### config.mk
export PLATFORM = sky130hd
export DESIGN_NAME = fmas_nrm_rnd_flat
export DESIGN_NICKNAME = d
export VERILOG_FILES = /design/src/rtl/fmas_pkg.sv /design/src/rtl/fmas_nrm_rnd_if.sv /design/src/rtl/fmas_lzc.sv /design/src/rtl/fmas_nrm_rnd.sv /design/src/flat_wrapper.sv
export SDC_FILE = /design/constraint.sdc
export NUM_CORES = 1
export LEC_CHECK = 0
export ABC_AREA = 1
export BUFFER_PORTS_ARGS = -buffer_cell sky130_fd_sc_hd__buf_2
export CELL_PAD_IN_SITES_DETAIL_PLACEMENT = 0
export CELL_PAD_IN_SITES_GLOBAL_PLACEMENT = 1
export CORE_ASPECT_RATIO = 2
export CORE_MARGIN = 2
export CORE_UTILIZATION = 43
export DETAILED_ROUTE_END_ITERATION = 8
export PLACE_DENSITY_LB_ADDON = 0.3
export REMOVE_ABC_BUFFERS = 1
export SETUP_SLACK_MARGIN = 0.5
export SLEW_MARGIN = 5
export SYNTH_ARGS = -nofsm -noshare
export SYNTH_HDL_FRONTEND = slang
export SYNTH_HIERARCHICAL = 1
export SYNTH_SLANG_ARGS = --single-unit
### constraint.sdc
create_clock -name clk -period 11.92 [get_ports clk]
set_clock_uncertainty 0.05 [all_clocks]
set_input_delay 1.192 -clock clk [delete_from_list [all_inputs] [get_ports clk]]
set_output_delay 1.192 -clock clk [all_outputs]
set_load 0.05 [all_outputs]
### src/rtl/fmas_pkg.sv
// Shared types and constants for the FMA normalize/round stage.
// Holds the rounding-mode enum, flag bit positions, binary32 constants
// and the per-mode round-increment decision.
package fmas_pkg;

  typedef enum logic [2:0] {
    RNE = 3'd0,
    RTZ = 3'd1,
    RDN = 3'd2,
    RUP = 3'd3,
    RMM = 3'd4
  } rm_e;

  // Bit positions inside the 5-bit flag vector {NV,DZ,OF,UF,NX}.
  localparam int FLG_NV = 4;
  localparam int FLG_DZ = 3;
  localparam int FLG_OF = 2;
  localparam int FLG_UF = 1;
  localparam int FLG_NX = 0;

  localparam int          BIAS = 127;
  localparam int          EMAX = 2 * BIAS + 1;  // all-ones exponent field
  localparam logic [31:0] QNAN = 32'h7fc00000;
  localparam logic [30:0] MAXF = 31'h7f7fffff;

  // Significand bits kept in the result (hidden bit included).
  localparam int SIG_W   = 24;
  // Right-shift cap for denormalization: beyond this every bit already
  // lands below the guard position, so a larger shift changes nothing.
  localparam int DEN_CAP = 26;

  // Whether the kept significand is bumped by one ulp.
  function automatic logic round_inc(input rm_e rm, input logic sign,
                                     input logic guard, input logic st,
                                     input logic lsb);
    case (rm)
      RNE:     return guard && (st || lsb);
      RTZ:     return 1'b0;
      RDN:     return sign && (guard || st);
      RUP:     return !sign && (guard || st);
      RMM:     return guard;
      default: return 1'b0;
    endcase
  endfunction

endpackage

### src/rtl/fmas_nrm_rnd_if.sv
// Upstream/downstream bundle of the normalize/round stage.
// Valid/ready: a beat moves on a rising clock edge where valid && ready;
// the sender holds valid and payload stable until that edge, and ready may
// depend combinationally on the receiver's own downstream ready.
interface fmas_nrm_rnd_if #(
  parameter int MANT_W = 82,
  parameter int EXP_W  = 10
);
  logic                    in_valid;
  logic                    in_ready;
  logic                    in_sign;
  logic signed [EXP_W-1:0] in_exp;
  logic [MANT_W-1:0]       in_mant;
  logic                    in_sticky;
  logic [2:0]              in_rm;
  logic                    in_nan;
  logic                    in_invalid;
  logic                    in_inf;
  logic                    out_valid;
  logic                    out_ready;
  logic [31:0]             rslt;
  logic [4:0]              flag;

  // Producer of beats and consumer of results.
  modport master (
    output in_valid, in_sign, in_exp, in_mant, in_sticky, in_rm,
           in_nan, in_invalid, in_inf, out_ready,
    input  in_ready, out_valid, rslt, flag
  );

  // The normalize/round stage itself.
  modport slave (
    input  in_valid, in_sign, in_exp, in_mant, in_sticky, in_rm,
           in_nan, in_invalid, in_inf, out_ready,
    output in_ready, out_valid, rslt, flag
  );
endinterface

### src/rtl/fmas_lzc.sv
// Combinational leading-zero counter; an all-zero input returns W.
module fmas_lzc #(
  parameter int W  = 82,
  parameter int CW = $clog2(W + 1)
) (
  input  logic [W-1:0]  din,
  output logic [CW-1:0] cnt
);

  logic found;

  // Scan from the MSB; the first set bit fixes the count.
  always_comb begin
    cnt   = CW'(W);
    found = 1'b0;
    for (int i = W - 1; i >= 0; i--) begin
      if (!found && din[i]) begin
        cnt   = CW'(W - 1 - i);
        found = 1'b1;
      end
    end
  end

endmodule

### src/rtl/fmas_nrm_rnd.sv
// Final FMA stage: normalize (S1) then round/pack (S2), valid/ready both
// sides, one beat per cycle. Build option FMAS_NRM_FTZ_EN flushes tiny
// non-zero results to signed zero and skips the denormalize shift.
module fmas_nrm_rnd
  import fmas_pkg::*;
#(
  parameter int MANT_W = 82,
  parameter int EXP_W  = 10
) (
  input  logic            clk,
  input  logic            reset,
  fmas_nrm_rnd_if.slave   io
);

  localparam int LZ_W  = $clog2(MANT_W + 1);
  localparam int E_W   = EXP_W + 2;
  localparam int G_BIT = MANT_W - SIG_W - 1;

  localparam logic signed [E_W-1:0] E_ZERO = '0;
  localparam logic signed [E_W-1:0] E_ONE  = E_W'(1);
  localparam logic signed [E_W-1:0] E_MAX  = E_W'(EMAX);

  // Pipeline control
  logic s1_valid_q, s1_valid_d;
  logic s2_valid_q, s2_valid_d;
  logic s2_en, s1_move, in_fire;

  // S1 register contents
  logic                  s1_sign_q,    s1_sign_d;
  logic signed [E_W-1:0] s1_e_q,       s1_e_d;
  logic [MANT_W-1:0]     s1_m_q,       s1_m_d;
  logic                  s1_sticky_q,  s1_sticky_d;
  rm_e                   s1_rm_q,      s1_rm_d;
  logic                  s1_nan_q,     s1_nan_d;
  logic                  s1_invalid_q, s1_invalid_d;
  logic                  s1_inf_q,     s1_inf_d;

  // S2 register contents (the visible outputs)
  logic [31:0] rslt_q, rslt_d;
  logic [4:0]  flag_q, flag_d;

  // S1 datapath
  logic [LZ_W-1:0]       lz;
  logic [MANT_W-1:0]     m_norm, m_s1;
  logic signed [E_W-1:0] e_norm, e_s1;
  logic                  st_s1;

  // S2 datapath
  logic [SIG_W-1:0]      kept, mant_r;
  logic                  guard, st, inc, nx, tiny, is_zero, of, ovf_inf;
  logic [SIG_W:0]        sum;
  logic signed [E_W-1:0] e_post;
  logic [31:0]           res_num;
  logic [4:0]            flg_num;
  logic                  lint_unused;

  fmas_lzc #(.W(MANT_W)) u_lzc (
    .din (io.in_mant),
    .cnt (lz)
  );

  assign io.in_ready  = !s1_valid_q || s1_move;
  assign io.out_valid = s2_valid_q;
  assign io.rslt      = rslt_q;
  assign io.flag      = flag_q;

  // Handshake: S2 refills when empty or drained; S1 refills when it empties into S2.
  always_comb begin
    s2_en      = !s2_valid_q || io.out_ready;
    s1_move    = s1_valid_q && s2_en;
    in_fire    = io.in_valid && io.in_ready;
    s1_valid_d = in_fire || (s1_valid_q && !s1_move);
    s2_valid_d = s2_en ? s1_valid_q : s2_valid_q;
  end

  // S1: left-normalize, then (gradual underflow) shift right into the subnormal range.
`ifdef FMAS_NRM_FTZ_EN
  always_comb begin
    m_norm = io.in_mant << lz;
    e_norm = E_W'(io.in_exp) - E_W'(lz);
    m_s1   = m_norm;
    st_s1  = io.in_sticky;
    e_s1   = (io.in_mant == '0) ? E_ZERO : e_norm;
  end
`else
  logic signed [E_W-1:0] sh_full;
  logic [4:0]            sh;
  logic [MANT_W-1:0]     den_mask;

  always_comb begin
    m_norm   = io.in_mant << lz;
    e_norm   = E_W'(io.in_exp) - E_W'(lz);
    sh_full  = E_ONE - e_norm;
    sh       = (sh_full > E_W'(DEN_CAP)) ? 5'(DEN_CAP) : sh_full[4:0];
    den_mask = ~({MANT_W{1'b1}} << sh);
    m_s1     = m_norm;
    st_s1    = io.in_sticky;
    e_s1     = e_norm;
    if (io.in_mant == '0) begin
      e_s1 = E_ZERO;
    end else if (e_norm <= E_ZERO) begin
      m_s1  = m_norm >> sh;
      st_s1 = io.in_sticky || (|(m_norm & den_mask));
      e_s1  = E_ZERO;
    end
  end
`endif

  // S1 load: capture the normalized beat when it is accepted.
  always_comb begin
    s1_sign_d    = s1_sign_q;
    s1_e_d       = s1_e_q;
    s1_m_d       = s1_m_q;
    s1_sticky_d  = s1_sticky_q;
    s1_rm_d      = s1_rm_q;
    s1_nan_d     = s1_nan_q;
    s1_invalid_d = s1_invalid_q;
    s1_inf_d     = s1_inf_q;
    if (in_fire) begin
      s1_sign_d    = io.in_sign;
      s1_e_d       = e_s1;
      s1_m_d       = m_s1;
      s1_sticky_d  = st_s1;
      s1_rm_d      = rm_e'(io.in_rm);
      s1_nan_d     = io.in_nan;
      s1_invalid_d = io.in_invalid;
      s1_inf_d     = io.in_inf;
    end
  end

  // S2: round, detect overflow/underflow, apply specials, pack.
  always_comb begin
    kept    = s1_m_q[MANT_W-1 -: SIG_W];
    guard   = s1_m_q[G_BIT];
    st      = (|s1_m_q[G_BIT-1:0]) || s1_sticky_q;
    inc     = round_inc(s1_rm_q, s1_sign_q, guard, st, kept[0]);
    sum     = {1'b0, kept} + {{SIG_W{1'b0}}, inc};
    mant_r  = sum[SIG_W-1:0];
    e_post  = s1_e_q;
    if (sum[SIG_W]) begin
      mant_r = sum[SIG_W:1];
      e_post = s1_e_q + E_ONE;
    end else if (s1_e_q == E_ZERO && sum[SIG_W-1]) begin
      // Subnormal rounded up into the hidden bit: smallest normal.
      e_post = E_ONE;
    end
    nx      = guard || st;
    tiny    = (s1_e_q <= E_ZERO);
    is_zero = (s1_m_q == '0) && !s1_sticky_q;
    of      = (e_post >= E_MAX);
    ovf_inf = (s1_rm_q == RNE) || (s1_rm_q == RMM) ||
              (s1_rm_q == RDN && s1_sign_q) || (s1_rm_q == RUP && !s1_sign_q);

    res_num = {s1_sign_q, e_post[7:0], mant_r[SIG_W-2:0]};
    flg_num = '0;
    flg_num[FLG_NX] = nx;
    flg_num[FLG_UF] = tiny && nx;
    if (is_zero) begin
      res_num = {s1_sign_q, 31'b0};
      flg_num = '0;
`ifdef FMAS_NRM_FTZ_EN
    end else if (tiny) begin
      res_num = {s1_sign_q, 31'b0};
      flg_num = '0;
      flg_num[FLG_UF] = 1'b1;
      flg_num[FLG_NX] = 1'b1;
`endif
    end else if (of) begin
      res_num = ovf_inf ? {s1_sign_q, 8'hff, 23'b0} : {s1_sign_q, MAXF};
      flg_num = '0;
      flg_num[FLG_OF] = 1'b1;
      flg_num[FLG_NX] = 1'b1;
    end

    rslt_d = rslt_q;
    flag_d = flag_q;
    if (s1_move) begin
      if (s1_nan_q) begin
        rslt_d = QNAN;
        flag_d = '0;
        flag_d[FLG_NV] = s1_invalid_q;
      end else if (s1_inf_q) begin
        rslt_d = {s1_sign_q, 8'hff, 23'b0};
        flag_d = '0;
      end else begin
        rslt_d = res_num;
        flag_d = flg_num;
      end
    end
  end

  assign lint_unused = ^{mant_r[SIG_W-1], e_post[E_W-1:8]};

  // Control and output registers; reset drops any in-flight beats.
  always_ff @(posedge clk) begin
    if (reset) begin
      s1_valid_q <= 1'b0;
      s2_valid_q <= 1'b0;
      rslt_q     <= '0;
      flag_q     <= '0;
    end else begin
      s1_valid_q <= s1_valid_d;
      s2_valid_q <= s2_valid_d;
      rslt_q     <= rslt_d;
      flag_q     <= flag_d;
    end
  end

  // S1 payload registers; meaningful only while s1_valid_q is set.
  always_ff @(posedge clk) begin
    s1_sign_q    <= s1_sign_d;
    s1_e_q       <= s1_e_d;
    s1_m_q       <= s1_m_d;
    s1_sticky_q  <= s1_sticky_d;
    s1_rm_q      <= s1_rm_d;
    s1_nan_q     <= s1_nan_d;
    s1_invalid_q <= s1_invalid_d;
    s1_inf_q     <= s1_inf_d;
  end

endmodule

### src/flat_wrapper.sv
// flat-port wrapper written by rule: the top's interface ports become plain ports
module fmas_nrm_rnd_flat import fmas_pkg::*;
#(
  parameter int MANT_W = 82,
  parameter int EXP_W  = 10
)
  (clk, reset, io_in_valid, io_in_sign, io_in_exp, io_in_mant, io_in_sticky, io_in_rm, io_in_nan, io_in_invalid, io_in_inf, io_out_ready, io_in_ready, io_out_valid, io_rslt, io_flag);
  fmas_nrm_rnd_if #(.MANT_W(MANT_W), .EXP_W(EXP_W)) io_i ();
  input  logic clk;
  input  logic reset;
  input wire logic [$bits(io_i.in_valid)-1:0] io_in_valid;
  input wire logic [$bits(io_i.in_sign)-1:0] io_in_sign;
  input wire logic [$bits(io_i.in_exp)-1:0] io_in_exp;
  input wire logic [$bits(io_i.in_mant)-1:0] io_in_mant;
  input wire logic [$bits(io_i.in_sticky)-1:0] io_in_sticky;
  input wire logic [$bits(io_i.in_rm)-1:0] io_in_rm;
  input wire logic [$bits(io_i.in_nan)-1:0] io_in_nan;
  input wire logic [$bits(io_i.in_invalid)-1:0] io_in_invalid;
  input wire logic [$bits(io_i.in_inf)-1:0] io_in_inf;
  input wire logic [$bits(io_i.out_ready)-1:0] io_out_ready;
  output wire logic [$bits(io_i.in_ready)-1:0] io_in_ready;
  output wire logic [$bits(io_i.out_valid)-1:0] io_out_valid;
  output wire logic [$bits(io_i.rslt)-1:0] io_rslt;
  output wire logic [$bits(io_i.flag)-1:0] io_flag;
  assign io_i.in_valid = io_in_valid;
  assign io_i.in_sign = io_in_sign;
  assign io_i.in_exp = io_in_exp;
  assign io_i.in_mant = io_in_mant;
  assign io_i.in_sticky = io_in_sticky;
  assign io_i.in_rm = io_in_rm;
  assign io_i.in_nan = io_in_nan;
  assign io_i.in_invalid = io_in_invalid;
  assign io_i.in_inf = io_in_inf;
  assign io_i.out_ready = io_out_ready;
  assign io_in_ready = io_i.in_ready;
  assign io_out_valid = io_i.out_valid;
  assign io_rslt = io_i.rslt;
  assign io_flag = io_i.flag;
  fmas_nrm_rnd #(.MANT_W(MANT_W), .EXP_W(EXP_W)) u_core (.clk(clk), .reset(reset), .io(io_i));
endmodule
==> impl_table.tex, run 1 <==
\begin{tabular}{lr}
\hline
Metric & Value \\
\hline
\multicolumn{2}{l}{\textbf{Drt}} \\
Residual DRC count & 0 \\
Detail-routed via count per cell & 6.00 \\
TritonRoute pass-1 iters & 5 \\
Total wire length & 84.8 mm \\
Post-DR wirelength/cell & 21.0 um \\
Violation count after the first detailed-routing iteration & 2,766 \\
Vias post-DR & 24,200 \\
Number of nets with antenna violations after routing & 0 \\
\multicolumn{2}{l}{\textbf{Synthesis}} \\
Top-area cell type share of the netlist area & 25.8\% \\
Instance count of the mapped netlist & 3,470 \\
Simple-gate share of the synthesized area & 57.4\% \\
Number of flops mapped to enable cells by yosys & 101 \\
Share of synthesized area spent on multiplexers & 0.259\% \\
Commonest cells in the synthesized netlist & 1,073 x nand2\_1, 997 x nand3\_1, 254 x inv\_1, 179 x o21ai\_0, 165 x nor2\_1 \\
Xor/xnor share of the synthesized area & 1.09\% \\
Most repeated cell in the gate-level netlist after synthesis & nand2\_1 \\
Number of synthesis warnings & 6 \\
Largest cells by area after synthesis & nand3\_1 26\%, nand2\_1 21\%, edfxtp\_1 16\%, inv\_1 4.9\%, o21ai\_0 4.6\% \\
Cell type with the highest aggregate area in the netlist & nand3\_1 \\
Share of the yosys chip area belonging to registers & 19.6\% \\
Post-synth top flop & edfxtp\_1 \\
Post-synth design cell area & 0.0194 sq mm \\
Complex-gate fraction of the synthesized area & 10.3\% \\
Synthesized flop and latch total & 139 \\
Synth async-reset ratio & 0\% \\
Syn Area/Cell & 5.58 sq um \\
Library cells used by synthesis & 61 \\
Synthesized-area fraction occupied by adder cells & 1.01\% \\
Largest family of logic cells by synthesized area & simple AND/OR/NAND/NOR gates \\
\multicolumn{2}{l}{\textbf{Place}} \\
Placed instance area & 0.0202 sq mm \\
HPWL Detailed & 65.8 mm \\
Placer's final routability congestion estimate & 1.04 \\
Port Buffer Count & 141 \\
Placed instance count & 4,004 \\
\multicolumn{2}{l}{\textbf{Finish}} \\
Cell area after layout & 0.0208 sq mm \\
Core utilization of the finished layout & 46.6\% \\
Final standard cell count with taps included and fillers excluded & 4,036 \\
Area delta synth->final & 7.57\% \\
Antenna diode count & 0 \\
Ratio of cells with drive above 1 in the final layout & 9.23\% \\
Layout net count & 3,582 \\
\multicolumn{2}{l}{\textbf{CTS}} \\
Clock Pin Slew Worst Setup and Hold Paths & 0.06 ns \\
Cts hold-fix bufs & 0 \\
TritonCTS clock tree & done \\
Max Root-Sink Buffers & 2 \\
Clock Sink Count & 139 \\
\# resized after CTS & 0 \\
Count of buffers added by post-CTS timing repair for setup & 0 \\
Total CTS buffers & 17 \\
Level count of the clock H-tree & 4 \\
Buffer type at the clock tree root & clkbuf\_16 \\
Clock network latency to the later pin of the worst-skew pair & 0.43 ns \\
\multicolumn{2}{l}{\textbf{Floorplanning}} \\
Core area & 0.0447 sq mm \\
I/O pin cnt & 143 \\
Y dimension of the die & 304 um \\
Total die area & 0.0468 sq mm \\
Standard-cell row count & 110 \\
Die width & 154 um \\
Initial core utilization & 43.3\% \\
\multicolumn{2}{l}{\textbf{STA}} \\
Worst-case headroom to the max-slew limit & 24.2\% \\
Part of the cycle the worst path needs & 87.4\% \\
Worst hold slack across all endpoints & 0.413 ns \\
Period minus WS final & 10.41 ns \\
Final count of negative-setup-slack endpoints & 0 \\
Slew @ Worst Pin & 1.13 ns \\
Unrepaired setup endpoints after global routing & false \\
Slew Limit Fails & 0 \\
Highest clock rate & 96.0 MHz \\
Number of hold violations in the final report & 0 \\
\multicolumn{2}{l}{\textbf{Power and ir drop}} \\
Relative contribution of sequential cells to total power & 26.7\% \\
Net switching power figure & 1.12 mW \\
Leak Pwr & 10.0 nW \\
Peak supply drop & 0.0000912 V \\
Power share of the combinational group & 50.3\% \\
Internal Power & 1.24 mW \\
Power per cell area & 113 mW/mm\^{}2 \\
Switching part of the total power & 47.5\% \\
Share of total power in the clock network & 23.0\% \\
\multicolumn{2}{l}{\textbf{GRT}} \\
Number of global-route vias before repair & 22,800 \\
Global-route congestion overflow total & 0 \\
Tot GR Track Use & 35.6\% \\
Maximum number of pins on one net before global-route repair & 94 \\
Number of antenna violations at the first check in global routing & 1 \\
First-pass GRT wire length & 131 mm \\
\multicolumn{2}{l}{\textbf{Setup path}} \\
Longest individual stage delay on the worst path & 0.83 ns \\
Required time reported for the critical path endpoint & 12.15 ns \\
Data arrival time at the worst-slack endpoint & 10.64 ns \\
Depth of the most critical reg-to-reg path & 26 \\
Endpoint type of the worst setup path & register \\
Startpoint-to-endpoint class of the critical path & input port to register \\
R2R Path Start & u\_core/s1\_m\_q[0]\$\_DFFE\_PP\_ \\
Internal reg-to-reg setup slack & 5.97 ns \\
Most numerous cell on the critical path & nor2\_2 \\
Top fanout value on the critical path & 93 \\
End of the worst register-to-register path & u\_core/io.rslt[23]\$\_SDFFE\_PP0P\_ \\
Slowest stage cell, crit path & o21ai\_0 \\
Setup crit start kind & input port \\
\multicolumn{2}{l}{\textbf{Min path}} \\
Hold Crit Endpoint & u\_core/io.rslt[9]\$\_SDFFE\_PP0P\_ \\
Start point of the worst hold path & u\_core/io.rslt[9]\$\_SDFFE\_PP0P\_ \\
Worst Hold Depth & 2 \\
Path category of the worst min-delay check & register to register \\
\multicolumn{2}{l}{\textbf{Outcome}} \\
Outcome & complete, no violations \\
\multicolumn{2}{l}{\textbf{Run}} \\
Maxcap violations & 0 \\
\hline
\end{tabular}
[through the flow]
step	power (mW)	setup slack (ns)	TNS, ns
5_1_grt	2.50	0.514	0
6_report	2.35	1.51	0
2_1_floorplan	1.37	-2.10	-155.69
3_5_place_dp	1.79	1.05	0
4_1_cts	2.33	1.49	0
3_3_place_gp	1.79	1.36	0
[how the worst max path moves through the flow]
| stage | to | cells after the start | from | slack, ns |
|---|---|---|---|---|
| 2_1_floorplan | u_core/s1_m_q[6]$_DFFE_PP_ | 64 | io_in_mant[80] | -2.10 |
| 3_5_place_dp | u_core/s1_m_q[24]$_DFFE_PP_ | 60 | io_in_mant[80] | 1.05 |
| 4_1_cts | u_core/s1_m_q[24]$_DFFE_PP_ | 60 | io_in_mant[80] | 1.49 |
| 6_report | u_core/s1_m_q[18]$_DFFE_PP_ | 59 | io_in_mant[80] | 1.51 |
| 5_1_grt | u_core/s1_m_q[32]$_DFFE_PP_ | 59 | io_in_mant[80] | 0.51 |
| 3_3_place_gp | u_core/s1_m_q[24]$_DFFE_PP_ | 60 | io_in_mant[80] | 1.36 |
[registers in the layout, indices dropped and copies added, names as in the netlist]
signal / count
u_core/s1_e_q: 11
u_core/io.flag: 4
u_core/s1_m_q: 82
u_core/s1_sticky_q: 1
u_core/s1_nan_q: 1
u_core/io.rslt: 32
u_core/s1_inf_q: 1
u_core/s1_valid_q: 1
u_core/s1_invalid_q: 1
u_core/s1_sign_q: 1
u_core/io.out_valid: 1
u_core/s1_rm_q: 3
[worst max-delay path, delay by kind of cell]
kind,cells,cell delay (ns)
buf+inv,4,1.46
simple gates,52,6.61
compound gates,3,1.29
[power groups by stage]
stage	Combinational, mW	Sequential, mW	Clock (mW)
after floorplan	0.731	0.642	0
after global placement	1.15	0.637	0
after detailed placement	1.15	0.638	0
after CTS	1.16	0.628	0.548
after global routing	1.30	0.632	0.568
final	1.18	0.628	0.541
[cell type report]
class,instances,area (sq um)
fill,5002,23900
multi-input combinational,2848,13600
sequential,139,3790
timing repair buffer,185,1080
inverter,272,1020
tap,560,701
clock buffer,19,443
clock inverter,13,151
[cells in the final DEF, fill, tap and decap left out, types with 7 or more instances in the layout]
master	instances
a21oi_1	71
buf_2	141
buf_4	40
clkbuf_16	17
dfxtp_1	38
edfxtp_1	101
ha_1	14
inv_1	251
inv_2	19
nand2_1	1073
nand3_1	994
nand4_1	57
nand4_2	12
nor2_1	162
nor2_2	24
nor2_4	9
nor3_1	19
nor4_1	52
o2111ai_1	7
o211ai_1	26
o21ai_0	179
o21ai_1	19
o41ai_1	11
or2_2	19
xor2_1	19
[layer usage]
layer  up-vias  part of all wire [%]  GRT usage [%]
met5         -                 0.013              0
met4         2                   7.9           23.5
met3       230                   6.5           4.78
met2      1046                    45           57.6
met1     11100                    40           44.1
li1      11800                     -              -
[cells by family after synthesis]
| logic type | after synthesis |
|---|---|
| and+or+nand+nor | 2450 |
| buffers and inverters | 484 |
| AOI/OAI and AO/OA | 352 |
| DFF | 139 |
| xor gates and xnor gates | 24 |
| adders and majority gates | 15 |
| muxes | 5 |
| other | 1 |
No activity file was read; power rests on OpenSTA's default activity.
==> run 2: changes to the inputs <==
==> constraint.sdc (replaced) <==
create_clock -name clk -period 11.92 [get_ports clk]
set_clock_uncertainty 0.05 [all_clocks]
set_input_delay 2.384 -clock clk [delete_from_list [all_inputs] [get_ports clk]]
set_output_delay 2.384 -clock clk [all_outputs]
set_load 0.05 [all_outputs]
==> run 2 against run 1 <==
Against the previous run:
- routed wire length grew 8.3%
- critical path type unchanged
- largest power group unchanged
- critical endpoint is now u_core/s1_m_q[5]$_DFFE_PP_
- via count grew 3.2%
- global-route usage grew 1.4 points
- maximum frequency shrank 4.0%
- sequential share of layout area shrank 0.92 points
- critical path depth grew 6
- hold slack is essentially flat
- clock power grew 3%
- power grew 6.2%
==> impl_table.tex, run 2 (same netlist as run 1, synthesis figures left out) <==
\begin{tabular}{lr}
\hline
Metric & Value \\
\hline
\multicolumn{2}{l}{\textbf{CTS}} \\
Clock Pin Slew Worst Setup and Hold Paths & 0.07 ns (about the same) \\
Buffer type at the clock tree root & clkbuf\_16 \\
Max Root-Sink Buffers & 2 (unchanged) \\
Cts hold-fix bufs & 0 (unchanged) \\
Clock Sink Count & 139 (unchanged) \\
Level count of the clock H-tree & 4 (unchanged) \\
TritonCTS clock tree & done \\
Clock network latency to the later pin of the worst-skew pair & 0.43 ns (about the same) \\
Total CTS buffers & 17 (unchanged) \\
\multicolumn{2}{l}{\textbf{Setup path}} \\
Endpoint type of the worst setup path & register \\
Slowest stage cell, crit path & fa\_2 \\
Worst setup startpoint & io\_in\_mant[78] \\
Top fanout value on the critical path & 17 (-82\%) \\
Required time reported for the critical path endpoint & 12.04 ns (-0.11 ns) \\
Longest individual stage delay on the worst path & 0.59 ns (-0.24 ns) \\
Setup crit start kind & input port \\
Data arrival time at the worst-slack endpoint & 10.97 ns (+0.33 ns) \\
Startpoint-to-endpoint class of the critical path & input port to register \\
Depth of the most critical reg-to-reg path & 26 (unchanged) \\
R2R Path Start & u\_core/s1\_m\_q[47]\$\_DFFE\_PP\_ \\
\multicolumn{2}{l}{\textbf{Finish}} \\
Antenna diode count & 0 (unchanged) \\
Most frequent cells in the layout & 1,071 x nand2\_1, 969 x nand3\_1, 249 x inv\_1, 173 x o21ai\_0, 152 x nor2\_1 \\
Top reg by flops & u\_core/s1\_m\_q \\
Max reg flops & 82 (unchanged) \\
Final standard cell count with taps included and fillers excluded & 4,090 (+1.3\%) \\
Layout net count & 3,636 (+1.5\%) \\
Fill cells & 4,986 (-0.32\%) \\
Ratio of cells with drive above 1 in the final layout & 11.9\% (+2.7 points) \\
Area delta synth->final & 13.3\% \\
Most common cell after layout, fill and taps aside & nand2\_1 \\
\multicolumn{2}{l}{\textbf{Outcome}} \\
Outcome & complete, no violations \\
\multicolumn{2}{l}{\textbf{Floorplanning}} \\
Total die area & 0.0468 sq mm (unchanged) \\
Core area & 0.0447 sq mm (unchanged) \\
I/O pin cnt & 143 (unchanged) \\
Standard-cell row count & 110 (unchanged) \\
Die width & 154 um (unchanged) \\
Initial core utilization & 43.3\% (unchanged) \\
Y dimension of the die & 304 um (unchanged) \\
\multicolumn{2}{l}{\textbf{Place}} \\
Port Buffer Count & 141 (unchanged) \\
Placed instance count & 4,016 (+0.30\%) \\
HPWL Detailed & 68.3 mm (+3.9\%) \\
Placer's final routability congestion estimate & 1.01 (-3.7\%) \\
\multicolumn{2}{l}{\textbf{GRT}} \\
Tot GR Track Use & 37.0\% (+1.4 points) \\
Number of antenna violations at the first check in global routing & 0 (-1) \\
Number of global-route vias before repair & 23,100 (+1.3\%) \\
Maximum number of pins on one net before global-route repair & 95 (+1.1\%) \\
Global-route congestion overflow total & 0 (unchanged) \\
First-pass GRT wire length & 135 mm (+3.0\%) \\
\multicolumn{2}{l}{\textbf{Power and ir drop}} \\
Relative contribution of sequential cells to total power & 25.2\% (-1.5 points) \\
Overall Power & 2.50 mW (+6.2\%) \\
Leak Pwr & 10.5 nW (+4.6\%) \\
Net switching power figure & 1.20 mW (+7.6\%) \\
Peak supply drop & 0.0000929 V (+1.9\%) \\
Power per cell area & 114 mW/mm\^{}2 (+0.78\%) \\
Power share of the combinational group & 52.6\% (+2.3 points) \\
Internal Power & 1.30 mW (+4.9\%) \\
Share of total power in the clock network & 22.3\% (-0.7 points) \\
Switching part of the total power & 48.1\% (+0.63 points) \\
\multicolumn{2}{l}{\textbf{STA}} \\
Part of the cycle the worst path needs & 91.0\% (+3.6 points) \\
Number of hold violations in the final report & 0 (unchanged) \\
Worst-case headroom to the max-slew limit & 29.0\% (+4.8 points) \\
Final count of negative-setup-slack endpoints & 0 (unchanged) \\
Period minus WS final & 10.85 ns (+0.434 ns) \\
Slew @ Worst Pin & 1.05 ns (-0.0705 ns) \\
Highest clock rate & 92.2 MHz (-4.0\%) \\
Slew Limit Fails & 0 (unchanged) \\
Unrepaired setup endpoints after global routing & true \\
\multicolumn{2}{l}{\textbf{Drt}} \\
TritonRoute pass-1 iters & 7 (+2) \\
Total routed wire length on the met1 layer & 35.2 mm (+3.1\%) \\
Post-DR wirelength/cell & 22.5 um (+6.9\%) \\
Metal3 WL & 7.00 mm (+26\%) \\
Vias post-DR & 25,000 (+3.2\%) \\
Detail-routed via count per cell & 6.12 (+1.8\%) \\
Top routing layer in use & met4 \\
Residual DRC count & 0 (unchanged) \\
Met2 WL post-DR & 41.5 mm (+8.2\%) \\
Violation count after the first detailed-routing iteration & 2,911 (+5.2\%) \\
Total wire length & 91.9 mm (+8.3\%) \\
Number of nets with antenna violations after routing & 0 (unchanged) \\
\multicolumn{2}{l}{\textbf{Min path}} \\
Path category of the worst min-delay check & register to register \\
Start point of the worst hold path & u\_core/io.rslt[6]\$\_SDFFE\_PP0P\_ \\
Worst Hold Depth & 2 (unchanged) \\
\multicolumn{2}{l}{\textbf{Run}} \\
Maxcap violations & 0 (unchanged) \\
\hline
\end{tabular}
## run 2: cell count changes in the layout (fill, tap and decap cells not counted), moves of 9 or more
| cell | delta |
|---|---|
| buf_4 | +21 |
| nor2_1 | -10 |
| clkbuf_16 | +9 |
| nand3_2 | +23 |
| nand3_1 | -25 |
| buf_6 | +9 |
| nor2_4 | +10 |
| buf_12 | +14 |
## run 2: power groups by stage
| stage | registers (mW) | logic [mW] | clock network, mW |
|---|---|---|---|
| after global placement | 0.638 | 1.19 | 0 |
| after detailed placement | 0.637 | 1.18 | 0 |
| after floorplan | 0.642 | 0.731 | 0 |
| after global routing | 0.633 | 1.41 | 0.583 |
| final | 0.629 | 1.31 | 0.557 |
| after CTS | 0.628 | 1.19 | 0.561 |
## run 2: area by class of cell
type,instances,area [sq um],share of cell area (%)
well taps,560,701,3.19
repair buffers,238,1850,8.42
clock buffers,21,493,2.25
repair inverters,1,8.76,0.0399
multi-input cells,2848,13900,63.5
clock inverters,11,119,0.542
flip-flops and latches,139,3790,17.3
inverters,272,1050,4.77
## run 2: per-layer routing
metal | GRT usage [%] | up-vias
met4 | 25.1 | 0
met1 | 45.2 | 11500
met2 | 60.3 | 1293
li1 | - | 11900
met5 | 0 | -
met3 | 4.71 | 305
## run 2: per-stage QoR
step                      setup WS (ns)  hold slack, ns  setup TNS (ns)  instance area (sq um)  utilization (%)
final                              1.07           0.413               0                  21900             49.0
after global placement            0.465           0.402               0                  20400             45.5
after detailed placement          0.206           0.405               0                  20400             45.5
after CTS                         0.614           0.415               0                  21000             46.9
after floorplan                   -3.29           0.450         -264.88                  18400                -
after global routing              0.308           0.434               0                  21900             49.0
## run 2: path summary, 6_finish.rpt
| kind | end | slack (ns) |
|---|---|---|
| worst min-delay path | u_core/io.rslt[6]$_SDFFE_PP0P_ | 0.41 |
| worst max register to register | u_core/io.rslt[10]$_SDFFE_PP0P_ | 6.02 |
| worst min register to register | u_core/io.rslt[6]$_SDFFE_PP0P_ | 0.41 |
| worst max-delay path | u_core/s1_m_q[5]$_DFFE_PP_ | 1.07 |
## run 2: critical path, delay by kind of cell
kind | cells | cell delay, ns
AO/OA/AOI/OAI | 1 | 0.11
AND/OR/NAND/NOR | 55 | 6.60
adder cells (fa/ha/maj) | 3 | 1.06
buffers and inverters | 6 | 0.75
## run 2: repair_timing
item / in CTS / in global routing
setup endpoints to repair: 0 / 93
resized for setup: 0 / 118
buffers inserted: 0 / 30
